`src/rtl/rename_pkg.sv`:
```
// Shared types and default sizes for the register-rename stage.
package rename_pkg;

  localparam int unsigned NUM_PREGS_DEF  = 64;
  localparam int unsigned NUM_AREGS_DEF  = 32;
  localparam int unsigned FREE_PORTS_DEF = 2;
  localparam int unsigned PTAG_W_DEF     = $clog2(NUM_PREGS_DEF);
  localparam int unsigned AREG_W_DEF     = $clog2(NUM_AREGS_DEF);

  typedef logic [PTAG_W_DEF-1:0] ptag_t;
  typedef logic [AREG_W_DEF-1:0] areg_t;

  typedef struct packed {
    ptag_t prs1;
    ptag_t prs2;
    ptag_t prd;
    ptag_t prd_old;
    logic  rd_we;
  } renamed_t;

endpackage

```
`src/rtl/rename_map_if.sv`:
```
// Decode-side input, dispatch-side output and commit-side tag-return signals
// of the rename stage.
interface rename_map_if
  import rename_pkg::*;
#(
  parameter int unsigned NUM_PREGS  = NUM_PREGS_DEF,
  parameter int unsigned NUM_AREGS  = NUM_AREGS_DEF,
  parameter int unsigned FREE_PORTS = FREE_PORTS_DEF
);
  localparam int unsigned PTAG_W = $clog2(NUM_PREGS);
  localparam int unsigned AREG_W = $clog2(NUM_AREGS);

  logic                         in_valid;
  logic                         in_ready;
  logic [AREG_W-1:0]            in_rs1;
  logic [AREG_W-1:0]            in_rs2;
  logic [AREG_W-1:0]            in_rd;
  logic                         in_rd_we;
  logic                         out_valid;
  logic                         out_ready;
  logic [PTAG_W-1:0]            out_prs1;
  logic [PTAG_W-1:0]            out_prs2;
  logic [PTAG_W-1:0]            out_prd;
  logic [PTAG_W-1:0]            out_prd_old;
  logic                         out_rd_we;
  logic [FREE_PORTS-1:0]        free_valid;
  logic [FREE_PORTS*PTAG_W-1:0] free_tag;
  logic [PTAG_W:0]              free_count;

  modport master (
    output in_valid, in_rs1, in_rs2, in_rd, in_rd_we, out_ready, free_valid, free_tag,
    input  in_ready, out_valid, out_prs1, out_prs2, out_prd, out_prd_old, out_rd_we, free_count
  );

  modport slave (
    input  in_valid, in_rs1, in_rs2, in_rd, in_rd_we, out_ready, free_valid, free_tag,
    output in_ready, out_valid, out_prs1, out_prs2, out_prd, out_prd_old, out_rd_we, free_count
  );

endinterface

```
`src/rtl/rename_free_list.sv`:
```
// Circular FIFO of free physical tags: one pop port, FREE_PORTS push ports.
// Storage is NUM_PREGS deep so pointers wrap naturally on PTAG_W bits.
module rename_free_list
  import rename_pkg::*;
#(
  parameter int unsigned NUM_PREGS  = NUM_PREGS_DEF,
  parameter int unsigned NUM_AREGS  = NUM_AREGS_DEF,
  parameter int unsigned FREE_PORTS = FREE_PORTS_DEF,
  localparam int unsigned PTAG_W    = $clog2(NUM_PREGS)
) (
  input  logic                         clk,
  input  logic                         rst,
  input  logic                         pop,
  output logic [PTAG_W-1:0]            head_tag,
  input  logic [FREE_PORTS-1:0]        push_valid,
  input  logic [FREE_PORTS*PTAG_W-1:0] push_tag,
  output logic [PTAG_W:0]              count
);

  localparam logic [PTAG_W:0] RESET_COUNT = (PTAG_W+1)'(NUM_PREGS - NUM_AREGS);

  logic [PTAG_W-1:0] mem_q [NUM_PREGS];
  logic [PTAG_W-1:0] mem_d [NUM_PREGS];
  logic [PTAG_W-1:0] head_q, head_d;
  logic [PTAG_W-1:0] tail_q, tail_d;
  logic [PTAG_W:0]   count_q, count_d;

  assign head_tag = mem_q[head_q];
  assign count    = count_q;

  // Pop advances head; each returning port writes the next tail slot in port order.
  always_comb begin
    mem_d   = mem_q;
    tail_d  = tail_q;
    head_d  = head_q + PTAG_W'(pop);
    count_d = count_q - (PTAG_W+1)'(pop);
    for (int unsigned p = 0; p < FREE_PORTS; p++) begin
      if (push_valid[p]) begin
        mem_d[tail_d] = push_tag[p*PTAG_W +: PTAG_W];
        tail_d        = tail_d + PTAG_W'(1);
        count_d       = count_d + (PTAG_W+1)'(1);
      end
    end
  end

  // Reset loads mem[i]=i so slots NUM_AREGS.. already hold the initial free tags.
  always_ff @(posedge clk) begin
    if (rst) begin
      for (int unsigned i = 0; i < NUM_PREGS; i++) mem_q[i] <= PTAG_W'(i);
      head_q  <= PTAG_W'(NUM_AREGS);
      tail_q  <= '0;
      count_q <= RESET_COUNT;
    end else begin
      mem_q   <= mem_d;
      head_q  <= head_d;
      tail_q  <= tail_d;
      count_q <= count_d;
    end
  end

  // Protocol checks on returned tags.
  always_ff @(posedge clk) begin
    if (!rst) begin
      for (int unsigned p = 0; p < FREE_PORTS; p++) begin
        assert (!(push_valid[p] && push_tag[p*PTAG_W +: PTAG_W] == '0))
          else $error("rename_free_list: tag 0 returned on port %0d", p);
      end
      assert (count_d <= RESET_COUNT)
        else $error("rename_free_list: free list overflow");
    end
  end

endmodule

```
`src/rtl/rename_map.sv`:
```
// Register-rename stage: RAT, allocation from the free list, and a registered
// valid/ready output slot towards dispatch.
module rename_map
  import rename_pkg::*;
#(
  parameter int unsigned NUM_PREGS  = NUM_PREGS_DEF,
  parameter int unsigned NUM_AREGS  = NUM_AREGS_DEF,
  parameter int unsigned FREE_PORTS = FREE_PORTS_DEF
) (
  input logic         clk,
  input logic         rst,
  rename_map_if.slave bus
);

  localparam int unsigned PTAG_W = $clog2(NUM_PREGS);

  typedef struct packed {
    logic [PTAG_W-1:0] prs1;
    logic [PTAG_W-1:0] prs2;
    logic [PTAG_W-1:0] prd;
    logic [PTAG_W-1:0] prd_old;
    logic              rd_we;
  } out_t;

  logic [PTAG_W-1:0] rat_q [NUM_AREGS];
  logic [PTAG_W-1:0] rat_d [NUM_AREGS];
  out_t              out_q, out_d;
  logic              out_valid_q, out_valid_d;
  logic              alloc, in_ready, accept, pop;
  logic [PTAG_W-1:0] head_tag;
  logic [PTAG_W:0]   fl_count;

  rename_free_list #(
    .NUM_PREGS (NUM_PREGS),
    .NUM_AREGS (NUM_AREGS),
    .FREE_PORTS(FREE_PORTS)
  ) u_free_list (
    .clk       (clk),
    .rst       (rst),
    .pop       (pop),
    .head_tag  (head_tag),
    .push_valid(bus.free_valid),
    .push_tag  (bus.free_tag),
    .count     (fl_count)
  );

  // Handshake: x0 never allocates; allocation needs a tag present at cycle start.
  always_comb begin
    alloc    = bus.in_rd_we && (bus.in_rd != '0);
    in_ready = (!out_valid_q || bus.out_ready) && (!alloc || fl_count != '0);
    accept   = bus.in_valid && in_ready;
    pop      = accept && alloc;
  end

  // Sources read the RAT before this cycle's update, so rs==rd sees the old tag.
  always_comb begin
    rat_d       = rat_q;
    out_d       = out_q;
    out_valid_d = out_valid_q;
    if (accept) begin
      out_d.prs1  = rat_q[bus.in_rs1];
      out_d.prs2  = rat_q[bus.in_rs2];
      out_valid_d = 1'b1;
      if (alloc) begin
        out_d.prd        = head_tag;
        out_d.prd_old    = rat_q[bus.in_rd];
        out_d.rd_we      = 1'b1;
        rat_d[bus.in_rd] = head_tag;
      end else begin
        out_d.prd     = '0;
        out_d.prd_old = '0;
        out_d.rd_we   = 1'b0;
      end
    end else if (bus.out_ready) begin
      out_valid_d = 1'b0;
    end
  end

  // RAT, output slot and valid flag.
  always_ff @(posedge clk) begin
    if (rst) begin
      for (int unsigned i = 0; i < NUM_AREGS; i++) rat_q[i] <= PTAG_W'(i);
      out_q       <= '0;
      out_valid_q <= 1'b0;
    end else begin
      rat_q       <= rat_d;
      out_q       <= out_d;
      out_valid_q <= out_valid_d;
    end
  end

  assign bus.in_ready    = in_ready;
  assign bus.out_valid   = out_valid_q;
  assign bus.out_prs1    = out_q.prs1;
  assign bus.out_prs2    = out_q.prs2;
  assign bus.out_prd     = out_q.prd;
  assign bus.out_prd_old = out_q.prd_old;
  assign bus.out_rd_we   = out_q.rd_we;
  assign bus.free_count  = fl_count;

endmodule

```
`src/flat_wrapper.sv`:
```
// flat-port wrapper written by rule: the top's interface ports become plain ports
module rename_map_flat import rename_pkg::*;
#(
  parameter int unsigned NUM_PREGS  = NUM_PREGS_DEF,
  parameter int unsigned NUM_AREGS  = NUM_AREGS_DEF,
  parameter int unsigned FREE_PORTS = FREE_PORTS_DEF
)
  (clk, rst, bus_in_valid, bus_in_rs1, bus_in_rs2, bus_in_rd, bus_in_rd_we, bus_out_ready, bus_free_valid, bus_free_tag, bus_in_ready, bus_out_valid, bus_out_prs1, bus_out_prs2, bus_out_prd, bus_out_prd_old, bus_out_rd_we, bus_free_count);
  rename_map_if #(.NUM_PREGS(NUM_PREGS), .NUM_AREGS(NUM_AREGS), .FREE_PORTS(FREE_PORTS)) bus_i ();
  input logic clk;
  input logic rst;
  input wire logic [$bits(bus_i.in_valid)-1:0] bus_in_valid;
  input wire logic [$bits(bus_i.in_rs1)-1:0] bus_in_rs1;
  input wire logic [$bits(bus_i.in_rs2)-1:0] bus_in_rs2;
  input wire logic [$bits(bus_i.in_rd)-1:0] bus_in_rd;
  input wire logic [$bits(bus_i.in_rd_we)-1:0] bus_in_rd_we;
  input wire logic [$bits(bus_i.out_ready)-1:0] bus_out_ready;
  input wire logic [$bits(bus_i.free_valid)-1:0] bus_free_valid;
  input wire logic [$bits(bus_i.free_tag)-1:0] bus_free_tag;
  output wire logic [$bits(bus_i.in_ready)-1:0] bus_in_ready;
  output wire logic [$bits(bus_i.out_valid)-1:0] bus_out_valid;
  output wire logic [$bits(bus_i.out_prs1)-1:0] bus_out_prs1;
  output wire logic [$bits(bus_i.out_prs2)-1:0] bus_out_prs2;
  output wire logic [$bits(bus_i.out_prd)-1:0] bus_out_prd;
  output wire logic [$bits(bus_i.out_prd_old)-1:0] bus_out_prd_old;
  output wire logic [$bits(bus_i.out_rd_we)-1:0] bus_out_rd_we;
  output wire logic [$bits(bus_i.free_count)-1:0] bus_free_count;
  assign bus_i.in_valid = bus_in_valid;
  assign bus_i.in_rs1 = bus_in_rs1;
  assign bus_i.in_rs2 = bus_in_rs2;
  assign bus_i.in_rd = bus_in_rd;
  assign bus_i.in_rd_we = bus_in_rd_we;
  assign bus_i.out_ready = bus_out_ready;
  assign bus_i.free_valid = bus_free_valid;
  assign bus_i.free_tag = bus_free_tag;
  assign bus_in_ready = bus_i.in_ready;
  assign bus_out_valid = bus_i.out_valid;
  assign bus_out_prs1 = bus_i.out_prs1;
  assign bus_out_prs2 = bus_i.out_prs2;
  assign bus_out_prd = bus_i.out_prd;
  assign bus_out_prd_old = bus_i.out_prd_old;
  assign bus_out_rd_we = bus_i.out_rd_we;
  assign bus_free_count = bus_i.free_count;
  rename_map #(.NUM_PREGS(NUM_PREGS), .NUM_AREGS(NUM_AREGS), .FREE_PORTS(FREE_PORTS)) u_core (.clk(clk), .rst(rst), .bus(bus_i));
endmodule
```
`config.mk`:
```
export PLATFORM = sky130hd
export DESIGN_NAME = rename_map_flat
export DESIGN_NICKNAME = d
export VERILOG_FILES = /design/src/rtl/rename_pkg.sv /design/src/rtl/rename_map_if.sv /design/src/rtl/rename_free_list.sv /design/src/rtl/rename_map.sv /design/src/flat_wrapper.sv
export SDC_FILE = /design/constraint.sdc
export NUM_CORES = 2
export LEC_CHECK = 0
export CAP_MARGIN = 20
export CORE_MARGIN = 2
export CORE_UTILIZATION = 25
export DETAILED_ROUTE_END_ITERATION = 8
export SYNTH_ARGS = -nofsm -noshare
export SYNTH_HDL_FRONTEND = slang
export SYNTH_SLANG_ARGS = --single-unit
```
`constraint.sdc`:
```
create_clock -name clk -period 5.35 [get_ports clk]
set_input_delay 1.07 -clock clk [delete_from_list [all_inputs] [get_ports clk]]
set_output_delay 1.07 -clock clk [all_outputs]
set_load 0.03 [all_outputs]
```
==> results.md <==
Status:
- The flow ran to the end, and the final reports show no timing, DRC or antenna violations.

Yosys:
- The number of instances in the synthesized netlist is 3,887.
- The post-synthesis sequential element count is 621.
- The Yosys step of the flow raised 0 warnings.
- Synthesis instantiated 89 different standard cells from the library.
- The fraction of registers with async set/reset is 0%.
- Dividing the synthesized area by the synthesized cell count gives 9.24 µm².
- The synthesized design contains 0 enable-type register cells.
- The share of the yosys chip area belonging to registers is 34.6%.
- The synthesized netlist net count is 3,929.
- For this run, the leading register cell type out of synthesis is dfxtp_1.
- The combined area of all synthesized cells is 0.0359 mm².

Worst setup path:
- The critical path contains buffers and inverters numbering 3 combined.
- The critical path data arrival time is 3.45 ns.
- Walking the worst path, the cells encountered are clkdlybuf4s50_1 -> or3_2 -> o21ai_2 -> buf_4 -> o21a_1 -> clkdlybuf4s50_1.
- The largest single stage delay on the critical path is 0.66 ns.
- The type of the worst setup path is primary input to primary output.
- Of all nets on the critical path, the largest fanout is 7.
- The cell with the most instances on the worst path is clkdlybuf4s50_1.
- The slowest stage of the critical path belongs to the cell clkdlybuf4s50_1.
- The family of cells with the greatest summed delay on the critical path is buffers and inverters.
- For the worst setup path, the data required time is 4.28 ns.
- STA classifies the critical path endpoint as a primary output.
- The worst setup path is launched from a primary input.

Final layout:
- The post-route netlist has 18.7% of its cells at a drive strength greater than 1.
- In the layout the commonest cells are dfxtp_1, nor2_1, nand2_1.
- The layout-stage area growth over the synthesis result is 12.1%.
- Counting the fill cells in the layout gives 14,940.
- The most common cell after layout, fill and taps aside is dfxtp_1.
- The number of nets at the end of the flow is 3,751.

Pwr:
- The switching power is 3.32 mW.
- The power density over cell area is 282 mW/mm².
- Across the VDD grid, the largest voltage drop is 0.000212 V.
- The standby leakage power is 12.9 nW.
- The clock network burns 44.2% of the power.
- The combinational share of power is 13.6%.
- Net switching is 29.2% of the power.
- Internal power comes to 8.03 mW.
- The part of the power in registers is 42.2%.

Detailed routing:
- The count of unresolved DRC violations after routing is 0.
- Wires add up to 130,000 µm.
- Dividing the detail-routed wire length by the instance count gives 23.0 µm.
- Using the TritonRoute via totals, the vias-per-cell ratio works out to 5.68.
- The count of antenna-violating nets left after detailed routing is 0.
- After the first detailed-routing iteration, the DRC count stood at 3,808.
- The number of search-and-repair iterations in the first detailed-routing pass is 5.
- The final route contains 32,170 vias.

Place:
- The final weighted congestion in routability-driven placement is 0.891.
- The post-DP HPWL is 82,500 µm.
- The post-placement setup slack is 0.299 ns.
- Input and output buffers added on the ports amount to 67.

GRT:
- The via count of the first global-routing pass is 29,592.
- The initial antenna violation count was 6.
- The total track usage is 17.1%.
- The pin count of the biggest net entering global routing is 157.
- The global-route wire length before repair is 195,000 µm.
- The final global-route overflow total is 0.

CTS:
- The cell at the root of the clock tree is clkbuf_16.
- The clock latency on the worst-skew pair is 0.67 ns.
- Counting the buffers created by CTS gives 68.
- TritonCTS built the clock tree.
- The hold-fix buffer count after cts is 0.
- After clock tree synthesis, the repair step resized 0 gates.
- The clock passes through at most 3 buffers.
- CTS built an H-tree with a depth of 3.
- The post-CTS setup buffer count is 0.
- After clock tree synthesis, the clock-pin slew on the worst setup and hold paths is 0.06 ns.
- CTS saw 621 sinks.

STA:
- The count of final max-slew check failures was 0.
- The post-route clock period utilization is 84.4%.
- The normalized max-slew margin is 22.1%.
- Setup repair after global routing left no endpoint under its margin.
- The final worst clock skew is 0.0315 ns.
- The clock period could shrink to 4.52 ns.
- The count of endpoints failing hold in the final timing report came to 0.
- For the pin with the worst max-slew slack, the measured transition is 1.17 ns.
- The setup violation total in the final timing report is 0.
- The minimum setup slack in the final design is 0.834 ns.
- The final total negative setup slack is 0 ns.
- For this run, the top clock speed supported by timing is 0.221 GHz.

Floorplan:
- The number of rows in the core area is 139.
- The placeable core region is 0.143 mm².
- The die height is 383 µm.
- The effective utilization at floorplan is 25.1%.
- In this run the count of I/O pins placed on the die edge is 68.
- The die covers 0.147 mm².
- The die is 383 µm wide.

Flow run:
- Across the run, the number of max-cap violations was 0.

Worst hold path:
- The path class of the tightest hold or removal check is flip-flop to flip-flop.
per-layer routing:
layer  global-route usage (%)  routed length [µm]  vias to the layer above
met1                     24.4               56700                    16071
met3                     3.62               12500                      261
met2                     25.5               56800                     1589
met5                        0                  32                        -
li1                         -                   -                    14245
met4                     5.41                4120                        4
cell type report:
cell class / count / area, µm² / share of cell area (%)
clock inverters: 32 / 372 / 0.923
diodes: 3 / 7.51 / 0.0186
inverters: 13 / 56.3 / 0.140
well taps: 1903 / 2380 / 5.91
flip-flops and latches: 621 / 12400 / 30.9
repair buffers: 191 / 1620 / 4.03
multi-input cells: 2814 / 21500 / 53.3
clock buffers: 91 / 1940 / 4.81
flip-flops by register name, indices dropped and copies added (netlist names):
signal,flops
u_core.bus.out_prs2,6
u_core.u_free_list.tail_q,6
u_core.bus.out_valid,1
u_core.bus.out_prd,6
u_core.rat_q,192
u_core.u_free_list.mem_q,384
u_core.bus.out_prs1,6
u_core.bus.out_prd_old,6
u_core.u_free_list.head_q,6
u_core.u_free_list.count,7
u_core.bus.out_rd_we,1
power groups by stage:
stage                     sequential, mW  clock, mW  combinational (mW)
final                               4.79       5.02                1.54
after CTS                           4.79       5.08                1.51
after global routing                4.80       5.28                1.61
after global placement              4.89          0                1.50
after floorplan                     4.91          0               0.991
after detailed placement            4.89          0                1.50
worst paths after layout:
path	from	endpoint	slack, ns	cells past startpoint
max	bus_in_rd[3]	bus_in_ready	0.83	6
max reg2reg	u_core.u_free_list.head_q[1]$_SDFF_PP0_	u_core.rat_q[126]$_SDFFE_PP0P_	1.11	6
min reg2reg	u_core.bus.out_prd[0]$_SDFFE_PP0P_	u_core.bus.out_prd[0]$_SDFFE_PP0P_	0.46	1
min	u_core.bus.out_prd[0]$_SDFFE_PP0P_	u_core.bus.out_prd[0]$_SDFFE_PP0P_	0.46	1
metrics by stage:
| step | hold WS (ns) | cells | utilization, % | power (mW) | instance area, µm² |
|---|---|---|---|---|---|
| after floorplan | 0.455 | 3887 | - | 5.90 | 35900 |
| after detailed placement | 0.451 | 5539 | 26.5 | 6.39 | 37900 |
| after global placement | 0.447 | 5538 | 26.5 | 6.39 | 37900 |
| final | 0.465 | 5668 | 28.1 | 11.3 | 40300 |
| after CTS | 0.468 | 5662 | 28.1 | 11.4 | 40200 |
| after global routing | 0.500 | 5665 | 28.1 | 11.7 | 40300 |
cells by family (layout without fill, tap and decap cells):
logic type / after synthesis / in the layout / synth area share [%]
other: 0 / 3 / 0
DFF: 621 / 621 / 34.6
muxes: 524 / 524 / 22.6
AOI/OAI and AO/OA: 976 / 976 / 20.3
buffers and inverters: 452 / 327 / 5.94
xor gates and xnor gates: 25 / 25 / 0.609
and+or+nand+nor: 1281 / 1281 / 15.7
adders and majority gates: 8 / 8 / 0.279
synth_stat cells (9+ instances only):
master / number / area share [%]
mux4_2: 211 / 13
nand4b_1: 16 / 0.39
a22oi_1: 25 / 0.52
nand3b_1: 11 / 0.23
a221oi_1: 11 / 0.27
o211ai_1: 32 / 0.67
a21oi_1: 69 / 0.96
xor2_1: 10 / 0.24
nand2_1: 378 / 3.9
dfxtp_1: 621 / 35
buf_2: 84 / 1.2
and2_1: 16 / 0.28
inv_1: 10 / 0.10
a31o_2: 92 / 2.2
buf_6: 14 / 0.44
or2_2: 12 / 0.21
mux2i_1: 282 / 7.9
o221ai_1: 14 / 0.34
a211oi_1: 180 / 3.8
clkbuf_1: 270 / 2.8
or3_1: 31 / 0.54
a22o_1: 9 / 0.22
nor3b_1: 17 / 0.36
a211oi_2: 20 / 0.70
nor2b_1: 12 / 0.21
buf_4: 10 / 0.21
nand3_1: 114 / 1.6
buf_1: 44 / 0.46
xnor2_1: 15 / 0.37
a311oi_1: 87 / 2.1
nand4_1: 19 / 0.33
a31oi_1: 81 / 1.4
o22ai_1: 14 / 0.24
nor3_1: 70 / 0.97
o221a_2: 26 / 0.81
mux2_2: 17 / 0.53
nor2_1: 542 / 5.7
o311a_1: 29 / 0.81
o21ai_0: 221 / 3.1
No activity file was read; power rests on OpenSTA's default activity.
